===== src/rtl/canvas_pkg.sv =====
`default_nettype none
// +--------------------------------------------------------------------------+
// | Module      : canvas_pkg                                                 |
// | Description : Shared defaults, write-FSM state type and FIFO entry       |
// |               format for the canvas writer.                              |
// | Revision    : 1.0 - initial release                                      |
// +--------------------------------------------------------------------------+
package canvas_pkg;

  localparam int FB_WIDTH    = 320;
  localparam int FB_HEIGHT   = 180;
  localparam int SCALE_SHIFT = 2;
  localparam int FB_CELLS    = FB_WIDTH * FB_HEIGHT;

  typedef enum logic [0:0] {
    IDLE  = 1'b0,
    CLEAR = 1'b1
  } wr_state_t;

  typedef struct packed {
    logic [15:0] addr;
    logic [7:0]  color;
  } pixel_entry_t;

endpackage
`default_nettype wire


===== src/rtl/canvas_writer_if.sv =====
`default_nettype none
// +--------------------------------------------------------------------------+
// | Module      : canvas_writer_if                                           |
// | Description : Pixel stream in (painter side) and frame-buffer write bus  |
// |               out (BRAM side) of the canvas writer.                      |
// |   hcount_in/vcount_in/data_valid_in/color_in : painted pixel strobe      |
// |   bram_addr_out/bram_data_out/bram_we_out     : BRAM write port          |
// |   master : pixel source / BRAM observer                                  |
// |   slave  : canvas_writer                                                 |
// | Revision    : 1.0 - initial release                                      |
// +--------------------------------------------------------------------------+
interface canvas_writer_if;
  logic [10:0] hcount_in;
  logic [9:0]  vcount_in;
  logic        data_valid_in;
  logic [7:0]  color_in;
  logic [15:0] bram_addr_out;
  logic [7:0]  bram_data_out;
  logic        bram_we_out;

  modport master (
    output hcount_in, vcount_in, data_valid_in, color_in,
    input  bram_addr_out, bram_data_out, bram_we_out
  );

  modport slave (
    input  hcount_in, vcount_in, data_valid_in, color_in,
    output bram_addr_out, bram_data_out, bram_we_out
  );
endinterface
`default_nettype wire


===== src/rtl/canvas_writer_pixel_fifo.sv =====
`default_nettype none
// +--------------------------------------------------------------------------+
// | Module      : pixel_fifo                                                 |
// | Description : Synchronous first-word-fall-through FIFO. Push and pop may |
// |               happen in the same cycle; a push into a full FIFO is only  |
// |               accepted when a pop frees the slot in that cycle.          |
// |   clk_in, rst_in     : clock, synchronous active-high reset              |
// |   i_push, i_wdata    : write request and data                            |
// |   i_pop              : consume the head entry (ignored when empty)       |
// |   o_rdata            : head entry, valid whenever o_empty is low         |
// |   o_full, o_empty    : status flags                                      |
// | Revision    : 1.0 - initial release                                      |
// +--------------------------------------------------------------------------+
module pixel_fifo #(
  parameter int DEPTH = 8,
  parameter int WIDTH = 24
) (
  input  wire logic             clk_in,
  input  wire logic             rst_in,
  input  wire logic             i_push,
  input  wire logic [WIDTH-1:0] i_wdata,
  input  wire logic             i_pop,
  output logic      [WIDTH-1:0] o_rdata,
  output logic                  o_full,
  output logic                  o_empty
);

  localparam int c_AW = $clog2(DEPTH);

  logic [WIDTH-1:0] r_mem [DEPTH];
  // Pointers carry one extra wrap bit to tell full from empty.
  logic [c_AW:0]    r_wr_ptr;
  logic [c_AW:0]    r_rd_ptr;
  logic             w_do_push;
  logic             w_do_pop;

  assign o_empty   = (r_wr_ptr == r_rd_ptr);
  assign o_full    = (r_wr_ptr[c_AW] != r_rd_ptr[c_AW]) &&
                     (r_wr_ptr[c_AW-1:0] == r_rd_ptr[c_AW-1:0]);
  assign w_do_pop  = i_pop && !o_empty;
  assign w_do_push = i_push && (!o_full || w_do_pop);
  assign o_rdata   = r_mem[r_rd_ptr[c_AW-1:0]];

  always_ff @(posedge clk_in) begin
    if (rst_in) begin
      r_wr_ptr <= '0;
      r_rd_ptr <= '0;
    end else begin
      if (w_do_push) r_wr_ptr <= r_wr_ptr + 1'b1;
      if (w_do_pop)  r_rd_ptr <= r_rd_ptr + 1'b1;
    end
  end

  always_ff @(posedge clk_in) begin
    if (w_do_push) r_mem[r_wr_ptr[c_AW-1:0]] <= i_wdata;
  end

endmodule
`default_nettype wire


===== src/rtl/canvas_writer.sv =====
`default_nettype none
// +--------------------------------------------------------------------------+
// | Module      : canvas_writer                                              |
// | Description : Turns the painter's screen-coordinate pixel stream into    |
// |               writes on a downscaled frame-buffer BRAM. Downscales and   |
// |               bounds-checks, drops consecutive duplicates, buffers in a  |
// |               FIFO and runs a full-canvas clear sweep on request.        |
// |   clk_in, rst_in : clock, synchronous active-high reset                  |
// |   clear_in       : single-cycle clear request                            |
// |   pix            : pixel stream in / BRAM write bus out                  |
// |   busy_out       : clear sweep in progress                               |
// |   overflow_out   : sticky, a pixel was lost to a full FIFO               |
// | Revision    : 1.0 - initial release                                      |
// +--------------------------------------------------------------------------+
module canvas_writer
  import canvas_pkg::*;
#(
  parameter int         FB_WIDTH    = canvas_pkg::FB_WIDTH,
  parameter int         FB_HEIGHT   = canvas_pkg::FB_HEIGHT,
  parameter int         SCALE_SHIFT = canvas_pkg::SCALE_SHIFT,
  parameter int         FIFO_DEPTH  = 8,
  parameter logic [7:0] CLEAR_COLOR = 8'h00
) (
  input  wire logic      clk_in,
  input  wire logic      rst_in,
  input  wire logic      clear_in,
  canvas_writer_if.slave pix,
  output logic           busy_out,
  output logic           overflow_out
);

  localparam logic [15:0] c_FB_W      = 16'(FB_WIDTH);
  localparam logic [15:0] c_FB_H      = 16'(FB_HEIGHT);
  localparam logic [15:0] c_LAST_ADDR = 16'(FB_WIDTH * FB_HEIGHT - 1);

  // ---------------- S1: downscale and bounds check ----------------
  logic [15:0] w_cx;
  logic [15:0] w_cy;
  logic        w_in_range;
  logic        r_s1_valid;
  logic [15:0] r_s1_cx;
  logic [15:0] r_s1_cy;
  logic [7:0]  r_s1_color;

  assign w_cx = 16'(pix.hcount_in >> SCALE_SHIFT);
  assign w_cy = 16'(pix.vcount_in >> SCALE_SHIFT);
  // Wrapped negative painter coordinates land far above the canvas and
  // fail this compare, so they vanish here without touching overflow.
  assign w_in_range = (w_cx < c_FB_W) && (w_cy < c_FB_H);

  always_ff @(posedge clk_in) begin
    if (rst_in) begin
      r_s1_valid <= 1'b0;
      r_s1_cx    <= '0;
      r_s1_cy    <= '0;
      r_s1_color <= '0;
    end else begin
      r_s1_valid <= pix.data_valid_in && w_in_range;
      if (pix.data_valid_in) begin
        r_s1_cx    <= w_cx;
        r_s1_cy    <= w_cy;
        r_s1_color <= pix.color_in;
      end
    end
  end

  // ---------------- S2: address, dedup, push ----------------
  pixel_entry_t w_s2_entry;
  pixel_entry_t r_last;
  logic         r_last_valid;
  logic         w_dup;
  logic         w_push_req;
  logic         w_push_ok;
  pixel_entry_t w_fifo_rdata;
  logic         w_fifo_full;
  logic         w_fifo_empty;
  logic         w_pop;
  logic         w_enter_clear;
  logic         r_overflow;

  always_comb begin
    w_s2_entry       = '0;
    w_s2_entry.addr  = r_s1_cy * c_FB_W + r_s1_cx;
    w_s2_entry.color = r_s1_color;
  end

  assign w_dup      = r_last_valid && (r_last == w_s2_entry);
  assign w_push_req = r_s1_valid && !w_dup;
  assign w_push_ok  = w_push_req && (!w_fifo_full || w_pop);

  pixel_fifo #(
    .DEPTH (FIFO_DEPTH),
    .WIDTH ($bits(pixel_entry_t))
  ) u_fifo (
    .clk_in  (clk_in),
    .rst_in  (rst_in),
    .i_push  (w_push_req),
    .i_wdata (w_s2_entry),
    .i_pop   (w_pop),
    .o_rdata (w_fifo_rdata),
    .o_full  (w_fifo_full),
    .o_empty (w_fifo_empty)
  );

  // Only pixels that actually entered the FIFO become the dedup reference.
  // Starting a sweep forgets it so a repeated pixel repaints the blank canvas.
  always_ff @(posedge clk_in) begin
    if (rst_in) begin
      r_last_valid <= 1'b0;
      r_last       <= '0;
    end else if (w_enter_clear) begin
      r_last_valid <= 1'b0;
    end else if (w_push_ok) begin
      r_last_valid <= 1'b1;
      r_last       <= w_s2_entry;
    end
  end

  always_ff @(posedge clk_in) begin
    if (rst_in) begin
      r_overflow <= 1'b0;
    end else if (w_push_req && w_fifo_full && !w_pop) begin
      r_overflow <= 1'b1;
    end
  end

  // ---------------- Write FSM ----------------
  wr_state_t   r_state;
  wr_state_t   w_next_state;
  logic [15:0] r_clr_addr;
  logic        w_we;
  logic [15:0] w_addr;
  logic [7:0]  w_data;

  assign w_enter_clear = (r_state == IDLE) && clear_in;

  always_ff @(posedge clk_in) begin
    if (rst_in) r_state <= IDLE;
    else        r_state <= w_next_state;
  end

  // The sweep address sits at zero whenever idle, so entering CLEAR
  // always starts from the first cell.
  always_ff @(posedge clk_in) begin
    if (rst_in)                r_clr_addr <= '0;
    else if (r_state == CLEAR) r_clr_addr <= r_clr_addr + 16'd1;
    else                       r_clr_addr <= '0;
  end

  always_comb begin
    w_next_state = r_state;
    case (r_state)
      IDLE:    if (clear_in) w_next_state = CLEAR;
      CLEAR:   if (r_clr_addr == c_LAST_ADDR) w_next_state = IDLE;
      default: w_next_state = IDLE;
    endcase
  end

  always_comb begin
    w_we   = 1'b0;
    w_addr = '0;
    w_data = '0;
    w_pop  = 1'b0;
    case (r_state)
      IDLE: begin
        // A clear request owns its cycle; the FIFO head waits for the sweep.
        if (!clear_in && !w_fifo_empty) begin
          w_pop  = 1'b1;
          w_we   = 1'b1;
          w_addr = w_fifo_rdata.addr;
          w_data = w_fifo_rdata.color;
        end
      end
      CLEAR: begin
        w_we   = 1'b1;
        w_addr = r_clr_addr;
        w_data = CLEAR_COLOR;
      end
      default: ;
    endcase
  end

  // ---------------- Registered BRAM port ----------------
  logic        r_bram_we;
  logic [15:0] r_bram_addr;
  logic [7:0]  r_bram_data;

  always_ff @(posedge clk_in) begin
    if (rst_in) begin
      r_bram_we   <= 1'b0;
      r_bram_addr <= '0;
      r_bram_data <= '0;
    end else begin
      r_bram_we   <= w_we;
      r_bram_addr <= w_addr;
      r_bram_data <= w_data;
    end
  end

  assign pix.bram_we_out   = r_bram_we;
  assign pix.bram_addr_out = r_bram_addr;
  assign pix.bram_data_out = r_bram_data;
  assign busy_out          = (r_state == CLEAR);
  assign overflow_out      = r_overflow;

endmodule
`default_nettype wire


===== src/flat_wrapper.sv =====
// flat-port wrapper written by rule: the top's interface ports become plain ports
module canvas_writer_flat import canvas_pkg::*;
#(
  parameter int         FB_WIDTH    = canvas_pkg::FB_WIDTH,
  parameter int         FB_HEIGHT   = canvas_pkg::FB_HEIGHT,
  parameter int         SCALE_SHIFT = canvas_pkg::SCALE_SHIFT,
  parameter int         FIFO_DEPTH  = 8,
  parameter logic [7:0] CLEAR_COLOR = 8'h00
)
  (clk_in, rst_in, clear_in, busy_out, overflow_out, pix_hcount_in, pix_vcount_in, pix_data_valid_in, pix_color_in, pix_bram_addr_out, pix_bram_data_out, pix_bram_we_out);
  canvas_writer_if pix_i ();
  input  wire logic clk_in;
  input  wire logic rst_in;
  input  wire logic clear_in;
  output logic busy_out;
  output logic overflow_out;
  input wire logic [$bits(pix_i.hcount_in)-1:0] pix_hcount_in;
  input wire logic [$bits(pix_i.vcount_in)-1:0] pix_vcount_in;
  input wire logic [$bits(pix_i.data_valid_in)-1:0] pix_data_valid_in;
  input wire logic [$bits(pix_i.color_in)-1:0] pix_color_in;
  output wire logic [$bits(pix_i.bram_addr_out)-1:0] pix_bram_addr_out;
  output wire logic [$bits(pix_i.bram_data_out)-1:0] pix_bram_data_out;
  output wire logic [$bits(pix_i.bram_we_out)-1:0] pix_bram_we_out;
  assign pix_i.hcount_in = pix_hcount_in;
  assign pix_i.vcount_in = pix_vcount_in;
  assign pix_i.data_valid_in = pix_data_valid_in;
  assign pix_i.color_in = pix_color_in;
  assign pix_bram_addr_out = pix_i.bram_addr_out;
  assign pix_bram_data_out = pix_i.bram_data_out;
  assign pix_bram_we_out = pix_i.bram_we_out;
  canvas_writer #(.FB_WIDTH(FB_WIDTH), .FB_HEIGHT(FB_HEIGHT), .SCALE_SHIFT(SCALE_SHIFT), .FIFO_DEPTH(FIFO_DEPTH), .CLEAR_COLOR(CLEAR_COLOR)) u_core (.clk_in(clk_in), .rst_in(rst_in), .clear_in(clear_in), .pix(pix_i), .busy_out(busy_out), .overflow_out(overflow_out));
endmodule

===== config.mk =====
export PLATFORM = sky130hd
export DESIGN_NAME = canvas_writer_flat
export DESIGN_NICKNAME = d
export VERILOG_FILES = /design/src/rtl/canvas_pkg.sv /design/src/rtl/canvas_writer_if.sv /design/src/rtl/canvas_writer_pixel_fifo.sv /design/src/rtl/canvas_writer.sv /design/src/flat_wrapper.sv
export SDC_FILE = /design/constraint.sdc
export NUM_CORES = 1
export LEC_CHECK = 0
export CAP_MARGIN = 10
export CORE_ASPECT_RATIO = 0.5
export CORE_MARGIN = 3
export CORE_UTILIZATION = 45
export DETAILED_ROUTE_END_ITERATION = 7
export GPL_ROUTABILITY_DRIVEN = 0
export HOLD_SLACK_MARGIN = 0.06
export MAX_ROUTING_LAYER = met4
export SYNTH_ARGS = -nofsm -noshare
export SYNTH_HDL_FRONTEND = slang
export SYNTH_SLANG_ARGS = --single-unit

===== constraint.sdc =====
create_clock -name clk_in -period 6.57 [get_ports clk_in]
set_clock_uncertainty 0.1 [all_clocks]
set_input_delay 0.657 -clock clk_in [delete_from_list [all_inputs] [get_ports clk_in]]
set_output_delay 0.657 -clock clk_in [all_outputs]
set_load 0.01 [all_outputs]

Yosys cells after proc, flatten, opt, wreduce, memory -nomap -nowiden
Memory sizes are Yosys's and may differ from the RTL's. A register that Yosys moved wholly into a read port is not among the register bits.
Cells that the tools add are included.

word-level totals
  register bits = 102
  RAM bits = 192
  input port bits = 33
  output and inout bits = 27
  logic and storage cells = 66
  memories = 1

cells by class
  add/subtract/negate cells = 4
  $mul = 1
  magnitude comparators = 2
  equal/unequal tests = 5
  multiplexer cells = 14
  bitwise logic cells = 2
  reductions and logical operators = 22

memories
  name                 depth  width  rd ports  clocked after Yosys merged registers in  wr ports  line                            source
  u_core.u_fifo.r_mem  8      24     1         1                                        1         canvas_writer_pixel_fifo.sv:30  logic [WIDTH-1:0] r_mem [DEPTH];

operator list
  cell                                                                  count
  16-bit one-hot mux with 2 select lines                                1
  24-bit equality test                                                  1
  16-bit by 1-bit adder with 16-bit output (second input constant)      1
  16-bit by 9-bit adder with 16-bit output                              1
  16-bit equality test (second input constant)                          1
  16-bit 2-to-1 mux                                                     1
  8-bit one-hot mux with 2 select lines                                 1
  1-bit logical AND                                                     12
  8-bit by 3-bit multiplier with 10-bit output (second input constant)  1
  9-bit < comparator (second input constant)                            1
  4-bit by 1-bit adder with 4-bit output (second input constant)        2
  8-bit < comparator (second input constant)                            1
  8-bit 2-to-1 mux                                                      1
  1-bit 2-to-1 mux                                                      6
  3-bit 2-to-1 mux                                                      2
  1-bit logical NOT                                                     5
  4-bit equality test                                                   1
  1-bit one-hot mux with 2 select lines                                 2
  2-bit OR reduction                                                    2
  3-bit equality test                                                   1
  1-bit logical OR                                                      2
  1-bit NOT                                                             2
  2-bit AND reduction                                                   1
  1-bit != test                                                         1

Logic depth before layout (Yosys ltp)
  depth after elaboration = 10
  depth in mapped cells = 15
  depth with buffers taken out = 13

Hierarchy
Synthesis repeated with hierarchy kept, for this count alone.

second synthesis, totals
  cell total of the unflattened synthesis = 797
  area total of the unflattened synthesis = 12,145.4 um^2

modules (own cells, without submodules)
  module         instances  cells an instance  area each (um^2)  seq. area each (um^2)
  pixel_fifo     1          348                7,813.7           5,985.7
  canvas_writer  1          449                4,331.7           1,881.8

Least setup slack after synthesis
OpenSTA, ideal clock, no wires.

  path kind = register to register
  start point = register u_core.r_s1_cy[1]
  end point = memory u_core.u_fifo.r_mem[0][0], enable pin
  setup time = 0.474 ns
  data arrival time = 5.488 ns
  data required time = 5.996 ns
  path slack = 0.508 ns
  cell stages (with the launch flop) = 15
  path buffers = 2
  period minus slack after synthesis = 6.062 ns
  path through = dfxtp_1 -> ha_1 -> ha_1 -> inv_1 -> fa_1 -> nand2b_1 -> nor2_1 -> and2_1 -> xor2_1 -> xnor2_1 -> and3_4 -> o21a_4 -> buf_6 -> buf_2 -> nor4b_1

between the ends
  longest elaborated chain between the ends = 9

RTL lines
  element                                       line                            source
  start: declaration                            canvas_writer.sv:42             logic [15:0] r_s1_cy;
  start signal: assignment                      canvas_writer.sv:61             r_s1_cy <= w_cy;
  8-bit by 3-bit multiplier with 10-bit output  canvas_writer.sv:83             w_s2_entry.addr = r_s1_cy * c_FB_W + r_s1_cx;
  16-bit by 9-bit adder with 16-bit output      canvas_writer.sv:83
  net u_core.u_fifo.i_wdata[20]                 canvas_writer_pixel_fifo.sv:21  input wire logic [WIDTH-1:0] i_wdata,
  24-bit equality test                          canvas_writer.sv:87             assign w_dup = r_last_valid && (r_last == w_s2_entry);
  1-bit logical AND                             canvas_writer.sv:87
  1-bit logical NOT                             canvas_writer.sv:88             assign w_push_req = r_s1_valid && !w_dup;
  1-bit logical AND                             canvas_writer.sv:88
  1-bit logical AND                             canvas_writer_pixel_fifo.sv:41  assign w_do_push = i_push && (!o_full || w_do_pop);
  1-bit 2-to-1 mux                              canvas_writer_pixel_fifo.sv:55  if (w_do_push) r_mem[r_wr_ptr[c_AW-1:0]] <= i_wdata;
  1-bit 2-to-1 mux (not written as such)        canvas_writer_pixel_fifo.sv:55
  end: declaration                              canvas_writer_pixel_fifo.sv:30

The timed path passes the listed nets, and every way through them passes these cells.

Final worst setup path
  start point = register u_core.r_s1_cy[1]
  end point = memory u_core.u_fifo.r_mem[2][4], enable pin

The elaborated chain is that of the path after synthesis.

==> run summary <==
Grt ovf: 0
Gr usage total: 18.0%
Site row count: 41
Port Buf Inserts: 55
Dpl hpwl: 14,800 um
Fin. Hold Viols: 0
# fillers: 2,097
CTS Hold Bufs: 0
Initial antenna violation count: 0
Cell area after layout: 13,700 um2
Synth warnings: 0
Seq/Total Area, Yosys: 66.0%
Worst-path clk slew: 0.07 ns
Largest net degree at the start of global routing: 64
Die ar.: 28,600 um2
Post-Synthesis Cell Area: 11,900 um2
Min Tclk post-route: 4.87 ns
Post-synthesis cell type count: 54
Min-Delay Path Class: flop to flop
Post-DP Area: 12,800 um2
Setup TNS: 0 ns
VDD IR-drop max: 0.158 mV
Kind of critical path: flop to flop
Pleak: 4.59 nW
Register Area: 7870 um2
Final setup vio count: 0
# H-tree levels: 1
Area of the multi-input gates: 3860 um2
Final WL: 25,000 um
Effective utilization at floorplan: 46.6%
Data arrival, critical path: 4.92 ns
First-pass GRT wire length: 38,300 um
CTS Buf Count: 26
Total core area: 25,600 um2
FMAX: 205 MHz
Die Ht: 121 um
Post-DRT Antenna Nets: 0
Critical Path RT: 6.62 ns
Later-pin clock latency in the skew report: 0.54 ns
DRC violations left: 0
Die W: 236 um
Pre-antenna DRT Iters: 4
Slew @ Worst Pin: 1.20 ns
Async SR Flop Fraction: 0%
CP Launch Type: flop
Mean post-synth cell area: 14.9 um2
Max-cap violations: 0
Yosys reg bits: 297
Outcome: finished clean
Postcts setup bufs: 0
Final nets: 906
DRT iter0 DRCs: 507
CTS max path bufs: 3
Tcrit/Tclk final: 74.1%
Layout cells sized above 1: 13.7%
Area growth, synth to finish: 14.7%
CTS Root Buffer Type: clkbuf_16
Vias per inst: 5.49
Number of synthesized flops with an enable pin: 192
Relative slew slack: 20.1%
Mapped Cells: 801
Top FF cell, synth: edfxtp_1
Wire per inst: 20.5 um
TritonCTS Sinks: 297
Vias in the first global route: 6,676
Cell Pwr Density: 277 nW/um2
# resized after CTS: 0
TritonCTS clock tree: done
Setup crit end kind: flop
Count of final max-slew check failures: 0
Net count after synthesis: 854
Critical-path maximum fanout: 30
RSZ-0062 raised after global routing: false
Routed via count: 6,690
# IOs: 60
## state kept, by name (all words and copies together) (netlist names), 4 cells and up, named ones only
register	count
u_core.u_fifo.r_mem	192
u_core.r_last	24
u_core.pix.bram_addr_out	16
u_core.r_clr_addr	16
u_core.r_s1_cx	9
u_core.pix.bram_data_out	8
u_core.r_s1_color	8
u_core.r_s1_cy	8
u_core.u_fifo.r_rd_ptr	4
u_core.u_fifo.r_wr_ptr	4
## cell type report
| class | instances | share of cell area [%] |
|---|---|---|
| repair buffers | 65 | 4.54 |
| diodes | 1 | 0.0183 |
| clock inverters | 11 | 0.604 |
| inverters | 9 | 0.247 |
| well taps | 344 | 3.15 |
| multi-input cells | 454 | 28.3 |
| flip-flops and latches | 297 | 57.6 |
| clock buffers | 37 | 5.59 |
## routing by layer
metal | share of wire (%) | routed length, um | track usage [%] | vias to the layer above
li1 | - | - | - | 3119
met1 | 48 | 12100 | 25.4 | 3384
met3 | 5.2 | 1310 | 3.11 | 35
met5 | 0 | 0 | - | -
met4 | 1.7 | 433 | 3.28 | 0
met2 | 45 | 11200 | 28.0 | 152
## where the power goes
part | internal, W | leakage (nW) | total, W | switching (W)
combinational | 0.0000961 | 1.55 | 0.000219 | 0.000123
sequential | 0.00202 | 2.62 | 0.00206 | 0.0000319
clock | 0.000851 | 0.422 | 0.00152 | 0.000666
total | 0.00297 | 4.59 | 0.00379 | 0.000821
## Yosys cell counts (3+ instances only)
cell type / count / area share, %
nor4_1: 6 / 0.32
xor2_1: 27 / 2.0
ha_1: 18 / 1.9
buf_2: 4 / 0.17
dfxtp_1: 105 / 18
nor3_1: 11 / 0.46
inv_1: 9 / 0.28
mux2i_1: 51 / 4.3
clkbuf_1: 28 / 0.88
xnor2_1: 23 / 1.7
nand2_1: 30 / 0.94
buf_1: 8 / 0.25
a211oi_1: 3 / 0.19
and3_1: 5 / 0.26
nand3_1: 33 / 1.4
nand4_1: 5 / 0.26
nor2b_1: 6 / 0.32
mux4_2: 48 / 9.1
nor2_1: 63 / 2.0
or3_1: 7 / 0.37
a21oi_1: 33 / 1.4
edfxtp_1: 192 / 48
o21ai_0: 43 / 1.8
nand2b_1: 3 / 0.16
## worst paths after layout
path,slack (ns),end,start,depth (start not counted)
min,0.36,u_core.r_clr_addr[0],u_core.r_clr_addr[0],1
max,1.70,u_core.u_fifo.r_mem[2][4],u_core.r_s1_cy[1],13
max reg2reg,1.70,u_core.u_fifo.r_mem[2][4],u_core.r_s1_cy[1],13
min reg2reg,0.36,u_core.r_clr_addr[0],u_core.r_clr_addr[0],1
## cell usage in the layout, fill, tap and decap left out, drive strengths merged, types with 2 or more instances in the layout
cell type / n
inv: 11
and4b: 2
o21bai: 2
clkbuf: 37
xor3: 2
o21ai: 44
fa: 2
o211a: 2
and3: 6
or3: 7
and2: 2
a211oi: 4
xor2: 28
mux4: 48
nand4: 5
o21a: 2
buf: 11
edfxtp: 192
nor3: 12
nor2: 65
mux2: 2
clkinvlp: 2
nand3: 34
nand2b: 3
a21oi: 34
nor4: 6
ha: 18
a21o: 2
mux2i: 51
dfxtp: 105
xnor2: 23
clkdlybuf4s50: 54
clkinv: 6
nor2b: 6
and4bb: 2
nand2: 30
## critical path, cell delays in order, from the launching register on
cell and delay, ns:
dfxtp_1 0.43, ha_1 0.27, ha_1 0.24, inv_1 0.08
fa_1 0.44, nand2b_1 0.18, nor2_1 0.15, and2_1 0.18
xor2_1 0.60, xnor2_1 0.14, and3_4 0.20, o21a_4 0.22
nor2_2 0.30, and4bb_2 0.94
## metrics by stage
stage          setup slack, ns  utilization, %  cells  total power [W]  hold WS [ns]
5_1_grt                   1.37            53.4   1217          0.00393         0.385
3_3_place_gp              1.82            50.1   1169          0.00231         0.344
4_1_cts                   1.69            53.4   1217          0.00383         0.369
2_1_floorplan            0.508               -    801          0.00223         0.330
3_5_place_dp              1.71            50.1   1169          0.00232         0.353
6_report                  1.70            53.4   1218          0.00379         0.363
## kinds of logic after synthesis
group | synth area share [%]
adder cells (fa/ha/maj) | 2.23
AO/OA/AOI/OAI | 4.63
XOR/XNOR | 4.21
AND/OR/NAND/NOR | 7.69
flip-flops | 66.0
multiplexers | 13.5
buffers and inverters | 1.68
No activity file was read; power rests on OpenSTA's default activity.
